--- src/rtl/clock_pkg.sv ---
// clock_pkg: shared types and constants for the clock controller.
//   mode_t           - controller mode, also driven out on clock_ctrl.mode
//   TICK_DIV_DEFAULT - clk cycles per 1-s tick at 100 MHz
package clock_pkg;

    typedef enum logic [1:0] {
        MODE_NORMAL   = 2'd0,
        MODE_SET_HOUR = 2'd1,
        MODE_SET_MIN  = 2'd2
    } mode_t;

    localparam int TICK_DIV_DEFAULT = 100_000_000;

endpackage

--- src/rtl/clock_ctrl_btn_edge.sv ---
// btn_edge: two-flop synchronizer followed by a registered rising-edge
// detector for an asynchronous push button.
//   clk     in  system clock
//   rst     in  synchronous active-high reset
//   btn_i   in  raw asynchronous button level
//   pulse_o out one-cycle pulse per press, asserted on the 3rd rising
//               edge after the button is first sampled high
module btn_edge (
    input  logic clk,
    input  logic rst,
    input  logic btn_i,
    output logic pulse_o
);

    logic sync1_q;
    logic sync2_q;
    logic prev_q;
    logic pulse_q;

    always_ff @(posedge clk) begin
        if (rst) begin
            sync1_q <= 1'b0;
            sync2_q <= 1'b0;
            prev_q  <= 1'b0;
            pulse_q <= 1'b0;
        end else begin
            sync1_q <= btn_i;
            sync2_q <= sync1_q;
            prev_q  <= sync2_q;
            pulse_q <= sync2_q & ~prev_q;
        end
    end

    assign pulse_o = pulse_q;

endmodule

--- src/rtl/clock_ctrl.sv ---
// clock_ctrl: 1-s prescaler, button handling and mode FSM for a
// HH:MM:SS clock built from external cascaded counters.
//   clk, rst                   system clock, synchronous active-high reset
//   btn_mode, btn_set          asynchronous push buttons
//   sec_carry, min_carry       levels from the seconds/minutes counters (=59)
//   sec_en, min_en, hour_en    count enables (1-cycle pulses)
//   min_inc, hour_inc, sec_clr manual set pulses
//   mode                       current mode_t
//   blink                      display blink gate for the field being set
//
// state         | meaning
// MODE_NORMAL   | time runs, set button ignored
// MODE_SET_HOUR | time frozen, set button increments hours
// MODE_SET_MIN  | time frozen, set button increments minutes;
//               | leaving clears seconds and restarts the prescaler
module clock_ctrl
    import clock_pkg::*;
#(
    parameter int TICK_DIV = TICK_DIV_DEFAULT
) (
    input  logic       clk,
    input  logic       rst,
    input  logic       btn_mode,
    input  logic       btn_set,
    input  logic       sec_carry,
    input  logic       min_carry,
    output logic       sec_en,
    output logic       min_en,
    output logic       hour_en,
    output logic       min_inc,
    output logic       hour_inc,
    output logic       sec_clr,
    output logic [1:0] mode,
    output logic       blink
);

    localparam int CW = $clog2(TICK_DIV);

    logic          mode_edge;
    logic          set_edge;
    logic          tick;
    mode_t         mode_q, mode_d;
    logic [CW-1:0] cnt_q, cnt_d;
    logic          sec_en_q, sec_en_d;
    logic          min_en_q, min_en_d;
    logic          hour_en_q, hour_en_d;
    logic          min_inc_q, min_inc_d;
    logic          hour_inc_q, hour_inc_d;
    logic          sec_clr_q, sec_clr_d;
    logic          blink_q, blink_d;

    btn_edge u_btn_mode (
        .clk     (clk),
        .rst     (rst),
        .btn_i   (btn_mode),
        .pulse_o (mode_edge)
    );

    btn_edge u_btn_set (
        .clk     (clk),
        .rst     (rst),
        .btn_i   (btn_set),
        .pulse_o (set_edge)
    );

    assign tick = (cnt_q == CW'(TICK_DIV - 1));

    always_comb begin
        mode_d     = mode_q;
        cnt_d      = tick ? '0 : cnt_q + CW'(1);
        sec_en_d   = 1'b0;
        min_en_d   = 1'b0;
        hour_en_d  = 1'b0;
        min_inc_d  = 1'b0;
        hour_inc_d = 1'b0;
        sec_clr_d  = 1'b0;
        case (mode_q)
            MODE_NORMAL: begin
                sec_en_d  = tick;
                min_en_d  = tick & sec_carry;
                hour_en_d = tick & sec_carry & min_carry;
                if (mode_edge) mode_d = MODE_SET_HOUR;
            end
            MODE_SET_HOUR: begin
                // A mode edge wins over a coincident set edge.
                if (mode_edge)     mode_d     = MODE_SET_MIN;
                else if (set_edge) hour_inc_d = 1'b1;
            end
            MODE_SET_MIN: begin
                if (mode_edge) begin
                    mode_d    = MODE_NORMAL;
                    sec_clr_d = 1'b1;
                    cnt_d     = '0;
                end else if (set_edge) begin
                    min_inc_d = 1'b1;
                end
            end
            default: mode_d = MODE_NORMAL;
        endcase
        // Registered from next-state values so blink tracks the flopped
        // mode/prescaler in the same cycle.
        blink_d = (mode_d == MODE_NORMAL) | (cnt_d < CW'(TICK_DIV / 2));
    end

    always_ff @(posedge clk) begin
        if (rst) begin
            mode_q     <= MODE_NORMAL;
            cnt_q      <= '0;
            sec_en_q   <= 1'b0;
            min_en_q   <= 1'b0;
            hour_en_q  <= 1'b0;
            min_inc_q  <= 1'b0;
            hour_inc_q <= 1'b0;
            sec_clr_q  <= 1'b0;
            blink_q    <= 1'b1;
        end else begin
            mode_q     <= mode_d;
            cnt_q      <= cnt_d;
            sec_en_q   <= sec_en_d;
            min_en_q   <= min_en_d;
            hour_en_q  <= hour_en_d;
            min_inc_q  <= min_inc_d;
            hour_inc_q <= hour_inc_d;
            sec_clr_q  <= sec_clr_d;
            blink_q    <= blink_d;
        end
    end

    assign sec_en   = sec_en_q;
    assign min_en   = min_en_q;
    assign hour_en  = hour_en_q;
    assign min_inc  = min_inc_q;
    assign hour_inc = hour_inc_q;
    assign sec_clr  = sec_clr_q;
    assign mode     = mode_q;
    assign blink    = blink_q;

endmodule

--- config.mk ---
export PLATFORM = sky130hd
export DESIGN_NAME = clock_ctrl
export DESIGN_NICKNAME = d
export VERILOG_FILES = /design/src/rtl/clock_pkg.sv /design/src/rtl/clock_ctrl_btn_edge.sv /design/src/rtl/clock_ctrl.sv
export SDC_FILE = /design/constraint.sdc
export NUM_CORES = 1
export LEC_CHECK = 0
export ABC_AREA = 1
export CAP_MARGIN = 10
export CORE_MARGIN = 3
export CORE_UTILIZATION = 55
export CTS_BUF_LIST = sky130_fd_sc_hd__clkbuf_8
export CTS_CLUSTER_DIAMETER = 150
export CTS_CLUSTER_SIZE = 24
export DETAILED_ROUTE_END_ITERATION = 6
export GPL_TIMING_DRIVEN = 0
export PLACE_DENSITY_LB_ADDON = 0.15
export SYNTH_ARGS = -nofsm -noshare
export SYNTH_HDL_FRONTEND = slang
export SYNTH_SLANG_ARGS = --single-unit
--- constraint.sdc ---
create_clock -name clk -period 2.3 [get_ports clk]
set_clock_uncertainty 0.15 [all_clocks]
set_input_delay 0.23 -clock clk [delete_from_list [all_inputs] [get_ports clk]]
set_output_delay 0.23 -clock clk [all_outputs]
set_load 0.05 [all_outputs]
After elaboration in Yosys (flattened, before gate mapping)

Cells that the tools add are included.

Add/sub/neg operators: 1
Magnitude comparators: 1
Eq/ne operators: 3
Multiplexer cells: 10
Bitwise logic cells: 10
Reduce and logical (&&, ||, !) cells: 5

Operators with widths:

| kind                                                                            | count |
|---|---|
| 27-bit two-way mux                                                              | 3 |
| 27-bit by 1-bit adder with 27-bit output (second input constant)                | 1 |
| 27-bit equality test (second input constant)                                    | 1 |
| 27-bit by 26-bit less-than comparator with 1-bit output (second input constant) | 1 |
| 2-bit two-way mux                                                               | 3 |
| 2-bit case mux with 3 select lines                                              | 1 |
| 2-bit OR reduction                                                              | 3 |
| 1-bit NOT                                                                       | 5 |
| 1-bit AND                                                                       | 4 |
| 2-bit zero test                                                                 | 2 |
| 1-bit two-way mux                                                               | 3 |
| 2-bit by 1-bit equality test with 1-bit output (second input constant)          | 1 |
| 2-bit equality test (second input constant)                                     | 1 |
| 1-bit OR                                                                        | 1 |

Flip-flop bits (word level): 44
Input port bits: 6
Output and inout bits: 9

Longest topological paths before layout

Gate-level depths: netlist of the first run.

Depth after elaboration: 6
Mapped depth: 16
Gate-level depth less buffers: 16

By module

From an unflattened synthesis of the first run, not the netlist that was laid out.

Cell total of the unflattened synthesis: 344
Area, all modules: 2302.2 sq um

By module, submodules not included:

| module     | times used | cells each | area an instance (sq um) | sequential area each (sq um) |
|---|---|---|---|---|
| clock_ctrl | 1          | 320        | 2072.0                   | 720.7 |
| btn_edge   | 2          | 12         | 115.1                    | 80.1 |

Worst setup path after synthesis of the first run

Ideal clock, no wire load.

Path type: reg2reg
Start: register mode_q[0], in the netlist mode[0]
End: register blink_q, in the netlist blink
Library setup time: 0.112 ns
Data arrival time: 1.776 ns
Slack: 0.262 ns
Stages on the path, launching flop included: 14
Path buffers: 0
Cell sequence: dfxtp_1 > nor2_1 > nand2_1 > inv_1 > nor2_4 > nand2_1 > nor2_1 > inv_2 > o21ai_1 > inv_1 > nand2_1 > nand2_1 > nand2_1 > nand2_1

Cells in the longest elaborated chain, start to end: 4
Elaborated cells on any way between the ends: 11
Classes of those cells: order compare: 1; eq/ne: 2; mux: 5; bitwise: 1; reduce/logical: 2

RTL lines:

| what                                                                                       | RTL line          | source |
|---|---|---|
| start: declaration                                                                         | clock_ctrl.sv:42  | `mode_t mode_q, mode_d;` |
| start signal: assignment                                                                   | clock_ctrl.sv:117 | `mode_q <= mode_d;` |
| 2-bit equality test (tied with other cells)                                                | clock_ctrl.sv:77  | `case (mode_q)` |
| 27-bit two-way mux or 2-bit case mux with 3 select lines (tied branches)                   | clock_ctrl.sv:77  |  |
| 27-bit by 26-bit less-than comparator with 1-bit output or 2-bit zero test (tied branches) | clock_ctrl.sv:102 | `blink_d = (mode_d == MODE_NORMAL) \| (cnt_d < CW'(TICK_DIV / 2));` |
| 1-bit OR (*)                                                                               | clock_ctrl.sv:102 |  |
| end signal: assignment                                                                     | clock_ctrl.sv:125 | `blink_q <= blink_d;` |
| end: declaration                                                                           | clock_ctrl.sv:50  | `logic blink_q, blink_d;` |

Mark *: on every way between the ends. The rest lies on a longest branch, timed or not.
A chain may end at the register's enable or synchronous reset.

Final worst setup path of the first run

Start: register cnt_q[0]
End: register blink_q, in the netlist blink

Cells in the longest elaborated chain, start to end: 6
Elaborated cells on any way between the ends: 7
Classes of those cells: add/sub: 1; order compare: 1; eq/ne: 1; mux: 3; bitwise: 1

RTL lines:

| what                                                                             | RTL line                           | source |
|---|---|---|
| start: declaration                                                               | clock_ctrl.sv:43                   | `logic [CW-1:0] cnt_q, cnt_d;` |
| start signal: assignment                                                         | clock_ctrl.sv:118                  | `cnt_q <= cnt_d;` |
| 27-bit by 1-bit adder with 27-bit output or 27-bit equality test (tied branches) | clock_ctrl.sv:70, clock_ctrl.sv:66 |  |
| 27-bit two-way mux (*)                                                           | clock_ctrl.sv:70                   | `cnt_d = tick ? '0 : cnt_q + CW'(1);` |
| 27-bit two-way mux                                                               | clock_ctrl.sv:90                   | `if (mode_edge) begin` |
| 27-bit two-way mux (*)                                                           | clock_ctrl.sv:77                   |  |
| 27-bit by 26-bit less-than comparator with 1-bit output (*)                      | clock_ctrl.sv:102                  |  |
| 1-bit OR (*)                                                                     | clock_ctrl.sv:102                  |  |

Marked as above.

==> results of run 1 <==
==> layout by cell type, fill, tap and decap left out, drive strengths merged, types with 2 or more instances in the layout <==
master          n
nor2           94
or2             2
clkdlybuf4s50  14
nand4           3
nand3b          2
a21oi           3
clkbuf          8
dfxtp          44
nor3b           2
clkinv          2
buf             3
nor3            9
nand2          91
o21ai           3
xor2            5
nand3          35
inv            48
==> logic make-up (layout without fill, tap and decap cells) <==
kind of cell | Yosys count | after routing | share of synthesized area
flip-flops | 44 | 44 | 0.388
adder cells (fa/ha/maj) | 1 | 1 | 0.00551
buffers and inverters | 52 | 76 | 0.0865
AND/OR/NAND/NOR | 238 | 239 | 0.473
XOR/XNOR | 6 | 6 | 0.0232
AO/OA/AOI/OAI | 9 | 9 | 0.0237
==> layer usage <==
layer,vias to the layer above,track usage
met5,-,0
met4,0,0.0894
met3,13,0.0446
met2,70,0.350
met1,995,0.297
li1,1131,-
==> worst max path at each step <==
| stage | from | slack (ps) | to | depth (start not counted) |
|---|---|---|---|---|
| finish | cnt_q[0]$_SDFF_PP0_ | 180 | blink$_SDFF_PP1_ | 16 |
| detailed placement | cnt_q[0]$_SDFF_PP0_ | 60 | blink$_SDFF_PP1_ | 16 |
| CTS | cnt_q[0]$_SDFF_PP0_ | 50 | blink$_SDFF_PP1_ | 16 |
| floorplan | mode[0]$_SDFF_PP0_ | 260 | blink$_SDFF_PP1_ | 13 |
| global placement | cnt_q[0]$_SDFF_PP0_ | 90 | blink$_SDFF_PP1_ | 14 |
| global route | cnt_q[0]$_SDFF_PP0_ | -10 | blink$_SDFF_PP1_ | 16 |
==> synth_stat cells <==
cell type	count
a21boi_0	1
a21oi_1	3
a31o_2	1
and3_1	1
buf_2	1
clkbuf_1	2
clkinv_1	1
dfxtp_1	44
ha_1	1
inv_1	46
inv_2	2
nand2_1	83
nand2_2	7
nand2_4	1
nand3_1	34
nand3_2	1
nand3b_1	2
nand4_1	3
nor2_1	81
nor2_2	5
nor2_4	7
nor3_1	9
nor3b_1	2
o211ai_1	1
o21ai_0	2
o21ai_1	1
or2_2	2
xnor2_1	1
xor2_1	5
==> stage by stage <==
stage	util	setup TNS (ps)	instance area (um^2)	hold WS, ps	setup slack [ps]
5_1_grt	0.690	-12.5	2640	270	-12.5
6_report	0.690	0	2640	244	178
2_1_floorplan	-	0	2270	158	262
3_5_place_dp	0.646	0	2470	238	57.9
3_3_place_gp	0.646	0	2470	225	87.5
4_1_cts	0.677	0	2590	250	51.1
==> cell type report <==
class | count | area, um^2 | share of cell area
inverter | 49 | 184 | 0.0696
clock buffer | 6 | 82.6 | 0.0313
buffer | 3 | 12.5 | 0.00474
timing repair buffer | 16 | 155 | 0.0587
multi-input combinational | 255 | 1230 | 0.464
tap | 48 | 60.1 | 0.0227
sequential | 44 | 882 | 0.334
clock inverter | 2 | 38.8 | 0.0147
==> repair_timing <==
item,CTS,global route
endpoints found under the setup margin,0,1
buffers inserted,0,2
gates resized for setup,0,7
==> power breakdown <==
part	total, mW	leakage (nW)	switching, mW	internal, mW
Sequential	0.778	0.356	0.00695	0.772
Combinational	0.0478	0.683	0.0285	0.0193
Clock	0.632	0.0614	0.277	0.355
Total	1.46	1.10	0.312	1.15
==> results.ini, run 1 <==
[worst_hold_path]
whs_path_depth=1
min-delay-start=u_btn_mode.prev_q$_SDFF_PP0_
hold_class=reg2reg
min_to=u_btn_mode.pulse_o$_SDFF_PP0_

[clock_network]
cts_inserted_buffers=5
clk-insertion-delay-late_ps=300
clk_pin_slew_ps=90
cts_hold_buffers=0
htree_levels=2
cts_sinks=44
clockBufferDepth=2
clock-root-buffer=clkbuf_8
cts_tree=done

[sta]
slew_headroom=0.646
worstMarginPinSlew_ps=532
finalHoldViolations=0
fin_crit_sh=0.923
clock.fmax_mhz=471
period_needed_ps=2120
report.final.slew_viol_count=0
finalSetupViolations=0

[floorplan]
dieArea_um2=4930
rows=22
coreArea_um2=3830
initial_utilization=0.593
num_io_pins=15
die_width_um=70.2
fp.dieH_um=70.2

[routing]
via_per_inst=5.22
top_layer=met4
wl_met3_um=386
via_count=2209
drc_errors=0
wl_met1_um=2340
wire_per_inst_um=12.5
ant_nets=0
dr.pass1.iters=4
drt-total-wl_um=5290
drtIter0Drc=150
wl_met2_um=2440

[pwr]
pwr_density_cell_nw_per_um2=552
leakage_nw=1.10
power_mw=1.46
vdd_drop_max_uv=486

[critical_path]
crit_path_start_kind=flop
slowest_stage=dfxtp_2
reg2reg_setup_slack_ps=180
crit_family=simple AND/OR/NAND/NOR gates
crit_arrival_ps=2180
rr_worst_depth=16
slowest_delay_ps=380
r2r_start=cnt_q[0]$_SDFF_PP0_
crit_path_cell_trace=ha_4 > nand2_2 > nor2_4 > nand2_2 > nor2_4 > nand2_4 > nor2_4 > nor2_1 > nor2_1 > nand2_1 > nor2_1 > nand2_1 > nor2_2 > nand2_1 > nand2_1 > nand2_1
critPathRequiredTime_ps=2350
r2r-end=blink$_SDFF_PP1_
end_kind=flop
path_class=reg2reg
cp_max_fo=5
critPathBufInv=0
cp_common_cell=nand2_1

[grt]
grt_pass1_vias=1994
grt_usage=0.223
antenna_found_initial=0
grt_max_degree=15
grt_pass1_wl_um=8890
globalRoute.totalOverflow=0

[run_status]
status=complete, no violations

[synthesis]
yosysTopAreaCell=dfxtp_1
netlist_instances=350
yosys.area.top_type_share=0.388
yosysWarnings=0
synth-seq-cells=44
synth_seq_area_share=0.388
synth_area_leaders=dfxtp_1 39%, nand2_1 14%, nor2_1 13%
ys_types=29
syn_nets=357
synth_area_per_cell_um2=6.48
syn_area_um2=2270

[cells_and_area]
area_growth_pct=16.4
instances_no_fill=423
drive_above_1_share=0.115
n_antenna_cell=0
top_register=cnt_q
nNetsFinal=381
nFillCells=348
largest_reg_flops=27

[placement]
place_hpwl_um=3980
dp_cells=412
gp_congestion=0.900
portBuffers=14

[run]
drv_cap=0

Note: power is estimated with default switching activity, not from simulation.
==> inputs of run 2 (changes only) <==
Settings changed: CORE_ASPECT_RATIO from default to 1.5.
==> run 2 against run 1 <==
Net effect: sequential cell count did not move; sequential power about the same; global-route usage increased by 1.0 points; die area up 0.32%; critical path type unchanged; critical endpoint unchanged.
==> results.ini, run 2 (synthesis gave the netlist of run 1 again) <==
[run_status]
status=complete, no violations

[routing]
ant_nets=0  ; unchanged
wire_per_inst_um=12.8  ; +2.6%
via_per_inst=5.11  ; -2.2%
via_count=2146  ; -2.9%
drt-total-wl_um=5390  ; +1.9%
drc_errors=0  ; unchanged
dr.pass1.iters=4  ; unchanged
drtIter0Drc=76  ; -49%

[pwr]
vdd_drop_max_uv=700  ; +44%
pwr_density_cell_nw_per_um2=551  ; -0.22%
leakage_nw=1.10  ; about the same

[floorplan]
fp.dieH_um=84.7  ; +21%
rows=28  ; +27%
die_width_um=58.5  ; -17%
dieArea_um2=4950  ; +0.32%
coreArea_um2=3960  ; +3.5%
num_io_pins=15  ; unchanged
initial_utilization=0.573  ; -0.0199

[sta]
clock.fmax_mhz=472  ; +0.16%
fin_crit_sh=0.921  ; -0.00151
report.final.slew_viol_count=0  ; unchanged
final.setup.worst_slack_ps=181  ; +3.47 ps
worstMarginPinSlew_ps=570  ; +38.6 ps
finalHoldViolations=0  ; unchanged
slew_headroom=0.620  ; -0.0258
period_needed_ps=2120  ; -3.47 ps
finalSetupViolations=0  ; unchanged
hold_slack_ps=243  ; -1.44 ps

[clock_network]
clk-insertion-delay-late_ps=300  ; about the same
cts_hold_buffers=0  ; unchanged
clockBufferDepth=2  ; unchanged
clk_pin_slew_ps=90  ; about the same
cts_inserted_buffers=5  ; unchanged
cts_tree=done
htree_levels=2  ; unchanged
clock-root-buffer=clkbuf_8
cts_sinks=44  ; unchanged

[grt]
grt_pass1_vias=2067  ; +3.7%
grt_pass1_wl_um=8870  ; -0.24%
antenna_found_initial=0  ; unchanged
globalRoute.totalOverflow=0  ; unchanged
grt_usage=0.233  ; +0.00997
grt_max_degree=15  ; unchanged

[critical_path]
slowest_delay_ps=360  ; -20 ps
cp_max_fo=5  ; unchanged
cp_common_cell=nand2_1
critPathRequiredTime_ps=2360  ; about the same
crit_family=simple AND/OR/NAND/NOR gates
crit_arrival_ps=2170  ; about the same
end_kind=flop
path_class=reg2reg
crit_path_cell_trace=ha_2 > nand2_2 > nor2_4 > nand2_2 > nor2_4 > nand2_1 > xor2_2 > nand3_1 > nor2_1 > nand2_1 > nand2_1 > nand2_1 > nand2_1 > nand2_1
slowest_stage=dfxtp_2
crit_path_start_kind=flop
critPathBufInv=0  ; unchanged

[cells_and_area]
nFillCells=355  ; +2.0%
area_growth_pct=16.1
top_register=cnt_q
layout_commonest_cell=nand2_1
instances_no_fill=420  ; -0.71%
nNetsFinal=381  ; unchanged
n_antenna_cell=0  ; unchanged
drive_above_1_share=0.117  ; +0.00267
fin_area_um2=2640  ; -0.24%
final_cell_mix=83 x nand2_1, 79 x nor2_1, 46 x inv_1
largest_reg_flops=27  ; unchanged

[placement]
gp_congestion=0.943  ; +4.7%
place_hpwl_um=4080  ; +2.6%
dp_cells=409  ; -0.73%
post-place-ws_ps=27.2  ; -30.7 ps
placed_area_um2=2470  ; -0.15%
portBuffers=14  ; unchanged

[worst_hold_path]
hold_class=reg2reg

[run]
drv_cap=0  ; unchanged

run 2: cell counts in the layout (fill, tap and decap cells not counted):
Identical to the previous run, type by type.
run 2: layout make-up:
cell class              count  area, um^2  area share
multi-input cells         255        1220       0.464
plain buffers               3        12.5     0.00475
inverters                  49         184      0.0698
clock inverters             2        38.8      0.0147
repair buffers             16         155      0.0589
flip-flops and latches     44         882       0.335
clock buffers               6        82.6      0.0313
well taps                  45        56.3      0.0214
run 2: through the flow:
step	utilization	total power, mW	setup TNS [ps]
after floorplan	-	0.821	0
final	0.666	1.45	0
after CTS	0.654	1.46	0
after detailed placement	0.623	0.841	0
after global placement	0.623	0.840	0
after global routing	0.666	1.50	-13.8
run 2: worst paths after layout:
kind	startpoint	to	slack, ps	cells past startpoint
max	cnt_q[0]$_SDFF_PP0_	blink$_SDFF_PP1_	180	14
min	u_btn_set.prev_q$_SDFF_PP0_	u_btn_set.pulse_o$_SDFF_PP0_	240	1
max reg2reg	cnt_q[0]$_SDFF_PP0_	blink$_SDFF_PP1_	180	14
min reg2reg	u_btn_set.prev_q$_SDFF_PP0_	u_btn_set.pulse_o$_SDFF_PP0_	240	1
run 2: layer usage:
metal,GRT usage,vias up,share of wire
met4,0.0781,0,0.026
met3,0.0415,12,0.037
met2,0.438,38,0.54
met5,0,-,0
li1,-,1128,-
met1,0.249,968,0.39
run 2: power by group:
group / internal, mW / total, mW / leakage [nW] / switching, mW
sequential: 0.772 / 0.777 / 0.356 / 0.00587
combinational: 0.0181 / 0.0463 / 0.683 / 0.0282
clock: 0.355 / 0.628 / 0.0614 / 0.273
total: 1.14 / 1.45 / 1.10 / 0.307
run 2: timing repair:
action,CTS,global route
endpoints found under the setup margin,0,1
resized for setup,0,7
buffers inserted,0,2
